File: config.mk
export PLATFORM = sky130hd
export DESIGN_NAME = readout_scheduler
export DESIGN_NICKNAME = d
export VERILOG_FILES = /design/src/rtl/readout_scheduler.sv
export SDC_FILE = /design/constraint.sdc
export NUM_CORES = 1
export LEC_CHECK = 0
export BUFFER_PORTS_ARGS = -buffer_cell sky130_fd_sc_hd__buf_4
export CORE_ASPECT_RATIO = 1.25
export CORE_MARGIN = 1.5
export CORE_UTILIZATION = 32
export DETAILED_ROUTE_END_ITERATION = 16
export PLACE_DENSITY_LB_ADDON = 0.12
export SKIP_LAST_GASP = 1
export SLEW_MARGIN = 20
export SYNTH_ARGS = -nofsm -noshare
export SYNTH_HDL_FRONTEND = slang
export SYNTH_SLANG_ARGS = --single-unit
export TNS_END_PERCENT = 10
File: constraint.sdc
create_clock -name clk -period 2.4 [get_ports clk]
set_clock_uncertainty 0.05 [all_clocks]
set_input_delay 0.24 -clock clk [delete_from_list [all_inputs] [get_ports clk]]
set_output_delay 0.24 -clock clk [all_outputs]
set_load 0.02 [all_outputs]
File: src/rtl/readout_scheduler.sv
// Readout frame sequencer: on an overflow or manual request it walks the counter mux
// through the RTC word and every enabled channel, pulsing PISO load/shift, then clears the counters.
module readout_scheduler #(
   parameter int N_SRC      = 16,
   parameter int SEL_W      = 4,
   parameter int WORD_W     = 12,
   parameter int RST_CYCLES = 2
) (
   input  logic             clk,
   input  logic             reset,
   input  logic             ovf,
   input  logic             trig,
   input  logic [N_SRC-1:0] ch_mask,
   output logic [SEL_W-1:0] selection,
   output logic             SL,
   output logic             rst,
   output logic             bit_valid,
   output logic             frame_start,
   output logic             busy,
   output logic             ovf_missed,
   output logic [SEL_W-1:0] word_count
);

   localparam int BC_W = (WORD_W > 1) ? $clog2(WORD_W) : 1;
   localparam int RC_W = (RST_CYCLES > 1) ? $clog2(RST_CYCLES) : 1;

   typedef enum logic [2:0] {
      IDLE,
      ARM,
      LOAD,
      SHIFT,
      CLEAR,
      WAIT_LOW
   } state_t;

   state_t             state_q, state_d;
   logic [SEL_W-1:0]   idx_q, idx_d;
   logic [BC_W-1:0]    bitCnt_q, bitCnt_d;
   logic [RC_W-1:0]    rstCnt_q, rstCnt_d;
   logic [N_SRC-1:0]   mask_q, mask_d;
   logic [SEL_W-1:0]   wordCount_q, wordCount_d;
   logic               missed_q, missed_d;

   logic               ovfMeta_q, ovfSync_q, ovfSyncDly_q;
   logic               ovfRise, req;

   logic [SEL_W-1:0]   sel_q, sel_d;
   logic               sl_q, sl_d;
   logic               rst_q, rst_d;
   logic               bitValid_q, bitValid_d;
   logic               busy_q, busy_d;

   logic [SEL_W-1:0]   nextIdx;
   logic               nextFound;

   assign ovfRise = ovfSync_q & ~ovfSyncDly_q;
   assign req     = ovfRise | trig;

   // Lowest enabled source strictly above the current one; bit 0 never qualifies since idx >= 0.
   always_comb begin
      nextIdx   = '0;
      nextFound = 1'b0;
      for (int i = N_SRC - 1; i >= 0; i--) begin
         if (mask_q[i] && (SEL_W'(i) > idx_q)) begin
            nextIdx   = SEL_W'(i);
            nextFound = 1'b1;
         end
      end
   end

   always_ff @(posedge clk) begin
      if (!reset) begin
         state_q      <= IDLE;
         idx_q        <= '0;
         bitCnt_q     <= '0;
         rstCnt_q     <= '0;
         mask_q       <= '0;
         wordCount_q  <= '0;
         missed_q     <= 1'b0;
         ovfMeta_q    <= 1'b0;
         ovfSync_q    <= 1'b0;
         ovfSyncDly_q <= 1'b0;
         sel_q        <= '0;
         sl_q         <= 1'b0;
         rst_q        <= 1'b0;
         bitValid_q   <= 1'b0;
         busy_q       <= 1'b0;
      end else begin
         state_q      <= state_d;
         idx_q        <= idx_d;
         bitCnt_q     <= bitCnt_d;
         rstCnt_q     <= rstCnt_d;
         mask_q       <= mask_d;
         wordCount_q  <= wordCount_d;
         missed_q     <= missed_d;
         ovfMeta_q    <= ovf;
         ovfSync_q    <= ovfMeta_q;
         ovfSyncDly_q <= ovfSync_q;
         sel_q        <= sel_d;
         sl_q         <= sl_d;
         rst_q        <= rst_d;
         bitValid_q   <= bitValid_d;
         busy_q       <= busy_d;
      end
   end

   // Outputs are registered copies of what the next state will present, so they line up with state_q.
   always_comb begin
      state_d     = state_q;
      idx_d       = idx_q;
      bitCnt_d    = bitCnt_q;
      rstCnt_d    = rstCnt_q;
      mask_d      = mask_q;
      wordCount_d = wordCount_q;
      missed_d    = missed_q;

      if (req && (state_q != IDLE)) begin
         missed_d = 1'b1;
      end

      case (state_q)
         IDLE: begin
            if (req) begin
               state_d     = ARM;
               mask_d      = ch_mask | N_SRC'(1);
               idx_d       = '0;
               wordCount_d = '0;
            end
         end
         ARM: begin
            state_d  = LOAD;
            bitCnt_d = '0;
         end
         LOAD: begin
            state_d  = SHIFT;
            bitCnt_d = '0;
         end
         SHIFT: begin
            if (bitCnt_q == BC_W'(WORD_W - 1)) begin
               wordCount_d = wordCount_q + SEL_W'(1);
               bitCnt_d    = '0;
               if (nextFound) begin
                  idx_d   = nextIdx;
                  state_d = LOAD;
               end else begin
                  rstCnt_d = '0;
                  state_d  = CLEAR;
               end
            end else begin
               bitCnt_d = bitCnt_q + BC_W'(1);
            end
         end
         CLEAR: begin
            if (rstCnt_q == RC_W'(RST_CYCLES - 1)) begin
               state_d = WAIT_LOW;
            end else begin
               rstCnt_d = rstCnt_q + RC_W'(1);
            end
         end
         WAIT_LOW: begin
            if (!ovfSync_q) begin
               state_d = IDLE;
            end
         end
         default: begin
            state_d = IDLE;
         end
      endcase

      sl_d       = (state_d == LOAD);
      bitValid_d = (state_d == SHIFT);
      rst_d      = (state_d == CLEAR);
      busy_d     = (state_d != IDLE);
      sel_d      = ((state_d == LOAD) || (state_d == SHIFT)) ? idx_d : '0;
   end

   assign selection   = sel_q;
   assign SL          = sl_q;
   assign rst         = rst_q;
   assign bit_valid   = bitValid_q;
   assign busy        = busy_q;
   assign ovf_missed  = missed_q;
   assign word_count  = wordCount_q;
   assign frame_start = (state_q == LOAD) && (idx_q == '0);

endmodule

### Word-level counts from Yosys, hierarchy flattened

Index checks and enable logic that the tools add are counted.

| storage, ports and cells | value |
|---|---|
| flip-flop bits (word level) | 44 |
| latch bits | 0 |
| memory bits (writable) | 0 |
| bits in read-only memories | 0 |
| input bits | 20 |
| output and inout port bits | 14 |
| memories kept | 0 |

| cells by class | value |
|---|---|
| add/subtract/negate cells | 3 |
| $mul | 0 |
| div/mod/pow operators | 0 |
| $lt $le $gt $ge | 16 |
| eq/ne operators | 12 |
| shift-type cells | 0 |
| muxes and demuxes | 51 |
| bitwise gates (word level) | 3 |
| reductions and logical operators | 31 |

Operators with widths:

| operator | number |
|---|---|
| 4-bit 2-to-1 mux | 22 |
| 4-bit greater-than comparator, first input constant | 8 |
| 4-bit one-hot mux with 2 select lines | 3 |
| 1-bit 2-to-1 mux | 19 |
| 1-bit logical AND | 18 |
| 3-bit one-hot mux with 6 select lines | 1 |
| 3-bit by 4-bit greater-than comparator with 1-bit output, first input constant | 4 |
| 3-bit 2-to-1 mux | 5 |
| 3-bit by 2-bit equality test with 1-bit output, second input constant | 4 |
| 3-bit equality test, second input constant | 3 |
| 4-bit by 1-bit adder with 4-bit output, second input constant | 2 |
| 1-bit by 4-bit greater-than comparator with 1-bit output, first input constant | 2 |
| 2-bit by 4-bit greater-than comparator with 1-bit output, first input constant | 2 |
| 2-bit != test, second input constant | 3 |
| 3-bit AND reduction | 2 |
| 2-bit nonzero test | 3 |
| 3-bit nonzero test | 2 |
| 4-bit equality test, second input constant | 1 |
| 4-bit zero test | 1 |
| 2-bit AND reduction | 2 |
| 3-bit by 1-bit equality test with 1-bit output, second input constant | 1 |
| 3-bit zero test | 1 |
| 1-bit one-hot mux with 2 select lines | 1 |
| 2-bit OR reduction | 1 |
| other kinds (5) | 5 |

### Longest topological paths before layout

| depth | value |
|---|---|
| depth after elaboration | 24 |
| depth in mapped cells | 9 |

### Worst setup path before layout

No wires, ideal clock.

| timing | value |
|---|---|
| path kind | reg-to-reg |
| start | reg idx_q[0] |
| end | reg rstCnt_q |
| library setup time | 132 ps |
| arrival | 1805 ps |
| required time | 2218 ps |
| slack | 413 ps |
| stages on the path, launching flop included | 8 |
| period minus slack after synthesis | 1987 ps |
| cell sequence | dfxtp_1 buf_4 and3_4 o22ai_2 or4_4 or2_1 o31ai_1 a21oi_1 |

| between the ends | value |
|---|---|
| cells in the longest elaborated chain, start to end | 20 |
| elaborated cells between the ends (all ways) | 50 |

RTL lines:

| element | RTL line | text |
|---|---|---|
| start, declared | 37 | `logic [SEL_W-1:0] idx_q, idx_d;` |
| start signal, assigned | 90 | `idx_q <= idx_d;` |
| 4-bit greater-than comparator | 64 | `if (mask_q[i] && (SEL_W'(i) > idx_q)) begin` |
| 1-bit logical AND | 64 |  |
| 1-bit 2-to-1 mux (15 in series) | 64 |  |
| 1-bit 2-to-1 mux (*) | 64 |  |
| 2-bit != test (no line) (*) | -- |  |
| 3-bit AND reduction (no line) (*) | -- |  |
| end signal, assigned | 92 | `rstCnt_q <= rstCnt_d;` |
| end, declared | 39 | `logic [RC_W-1:0] rstCnt_q, rstCnt_d;` |

Every way passes the cells marked *; elsewhere a longest branch is shown, timed or not.
A chain may end at the register's enable or synchronous reset.

### Final worst setup path

| timing | value |
|---|---|
| start | reg idx_q[1] |
| end | reg rstCnt_q |

The elaborated chain is that of the path after synthesis.

==> run summary <==
final hold viol count = 0
initial antenna violation count = 0
pre-CTS WS = 0.232 ns
run status = complete, no violations
Post-Syn Instances = 263
worst r2r src = idx_q[1]$_SDFF_PN0_
Final TNS setup = 0 ns
CP arrival = 2.33 ns
DRC = 0
clock sink total = 43
Initial Util = 0.327
Buf/Inv on CP = 0
largest net degree at the start of global routing = 20
drt pass-1 iters = 4
Pwr Total = 1.54 mW
Layout area overhead = 22.4%
Core Area = 0.00648 sq mm
Worst IR Drop VDD = 0.230 mV
post-route cell area = 0.00259 sq mm
Final Slew Violations = 0
worst r2r dst = rstCnt_q$_SDFFE_PN0P_
height of the die = 94.0 um
top cells by area, synth = dfxtp_1 (41%), nand2_1 (7.1%), a21oi_1 (6.6%), nor2_1 (4.1%), and2_1 (3.8%)
Critical Path Fanout Max = 9
Antenna Nets Post-Route = 0
CP top delay family = simple AND/OR/NAND/NOR gates
number of setup violations in the final report = 0
Detailed Route Iter0 Violations = 30
Synth top area share = 0.406
Ys Warns = 0
vias per inst = 5.09
power per cell area = 594 mW/mm^2
slew margin rel. = 0.741
Critical Path End Type = flop
antenna diode count = 0
CTS buffer count = 5
RSZ-0062 raised after global routing = no
routed len/inst = 13.4 um
Placed Area = 0.00251 sq mm
count leader, synth = dfxtp_1
Site Rows = 33
Root Driver = clkbuf_8
Crit-path slowest cell = or4_4
Distinct cells, synth = 60
leading area contributor after synthesis = dfxtp_1
first-pass GRT wire length = 8410 um
fin worst setup slack = 0.203 ns
H-tree depth = 2
crit path kind = flop to flop
register clock-pin slew on the reported worst setup and hold paths = 0.08 ns
max cap viols = 0
Max clock buf depth = 2
Avg Inst Size Synth = 8.06 sq um
asr flop ratio synth = 0
Pleak = 1.02 nW
crit path time final = 2.20 ns
routed vias = 1973
DPL Wire Length = 3870 um
crit path cell chain = and3_4, o22ai_2, or4_4, or2_1, o31ai_1, a21oi_1
CTS resizes = 0
HP Class = input port to flop
Synth top cells by count = dfxtp_1 (43), nand2_1 (40), a21oi_1 (28), nor2_1 (23), and2_1 (13)
ys flop type = dfxtp_1
vias in the first global route = 1828
postcts setup bufs = 0
die outline area = 0.00713 sq mm
layout cell share with drive strength beyond 1 = 0.213
hold path depth = 2
fin crit share = 0.915
Worst Tran Pin Value = 0.386 ns
IO buf count = 32
post-layout util = 0.400
Worst EP required = 2.53 ns
FF-to-FF path depth = 6
sequential-to-total area share from yosys stat = 0.406
Hold Path Sink = ovfMeta_q$_SDFF_PN0_
hold_sp = ovf
Routed WL = 5210 um
Clock Latency Late Sink = 0.29 ns
IO Pins = 34
crit path launch type = flop
FMAX = 455 MHz
Hold Buf Count CTS = 0
Final #Nets = 323
Syn Std Cell Area = 0.00212 sq mm
die span in x = 75.8 um
flops & latches, synth = 43
syn nets = 285
GRT Total Usage = 0.158
reg-to-reg slack, setup = 0.20 ns
grt ovf = 0
Filler cells = 711
CTS tree = done
GP Congestion = 0.806
number of flops mapped to enable cells by yosys = 0
CP max stage delay = 0.56 ns
[placed cells by master (no fill, tap or decap), types with 3 or more instances in the layout]
cell | Yosys | final
buf_4 | 1 | 46
dfxtp_1 | 43 | 43
nand2_1 | 40 | 40
a21oi_1 | 28 | 28
nor2_1 | 23 | 23
and2_1 | 13 | 13
o21ai_0 | 9 | 9
inv_1 | 7 | 7
clkbuf_8 | 0 | 6
nand2b_1 | 5 | 5
nor2b_1 | 4 | 4
nand3_1 | 4 | 4
a21boi_0 | 3 | 3
nor3_1 | 3 | 3
o22a_1 | 3 | 3
a22oi_1 | 3 | 3
xor2_1 | 3 | 3
a211oi_1 | 3 | 3
[logic make-up (layout without fill, tap and decap cells)]
logic type / after synthesis / count (layout) / share of synthesized area
AO/OA/AOI/OAI: 76 / 76 / 0.238
adder cells (fa/ha/maj): 2 / 2 / 0.0118
multiplexers: 1 / 1 / 0.00531
AND/OR/NAND/NOR: 115 / 115 / 0.281
XOR/XNOR: 3 / 3 / 0.0124
buffers and inverters: 23 / 61 / 0.0460
flip-flops: 43 / 43 / 0.406
[state kept, by name (all words and copies together), names as in the netlist]
name and flops:
ovfSync_q 1, rstCnt_q 1, SL 1, busy 1, rst 1, mask_q 15
state_q 3, idx_q 4, selection 4, ovf_missed 1, bit_valid 1, word_count 4
bitCnt_q 4, ovfMeta_q 1, ovfSyncDly_q 1
[per-layer routing]
layer,global-route usage,vias up,wire length (um)
met2,0.275,30,2620
met3,0.0322,7,136
met5,0,-,0
li1,-,1004,-
met1,0.181,932,2350
met4,0.0655,0,114
[through the flow]
| step | cells | hold slack (ns) |
|---|---|---|
| after floorplan | 263 | 0.317 |
| after global placement | 381 | 0.367 |
| after detailed placement | 381 | 0.375 |
| after CTS | 388 | 0.0956 |
| after global routing | 388 | 0.0994 |
| final | 388 | 0.104 |
[worst max path at each step]
stage | start | endpoint | slack (ns) | cells past startpoint
final | idx_q[1]$_SDFF_PN0_ | rstCnt_q$_SDFFE_PN0P_ | 0.20 | 6
after CTS | idx_q[1]$_SDFF_PN0_ | rstCnt_q$_SDFFE_PN0P_ | 0.21 | 6
after global placement | idx_q[1]$_SDFF_PN0_ | rstCnt_q$_SDFFE_PN0P_ | 0.24 | 6
after detailed placement | idx_q[1]$_SDFF_PN0_ | rstCnt_q$_SDFFE_PN0P_ | 0.23 | 6
after floorplan | idx_q[0]$_SDFF_PN0_ | rstCnt_q$_SDFFE_PN0P_ | 0.41 | 7
after global routing | idx_q[3]$_SDFF_PN0_ | rstCnt_q$_SDFFE_PN0P_ | 0.05 | 7
[where the power goes]
group | switching, mW | total (mW) | internal (mW)
Sequential | 0.0293 | 0.777 | 0.748
Combinational | 0.165 | 0.300 | 0.136
Clock | 0.237 | 0.463 | 0.226
Total | 0.432 | 1.54 | 1.11
[cell type report]
cell class	instances	area, sq um	share of cell area
tap	87	109	0.0419
timing repair buffer	46	345	0.133
multi-input combinational	197	1160	0.448
clock buffer	6	82.6	0.0318
clock inverter	1	5.00	0.00193
sequential	43	861	0.332
inverter	8	30.0	0.0116
No activity file was read; power rests on OpenSTA's default activity.
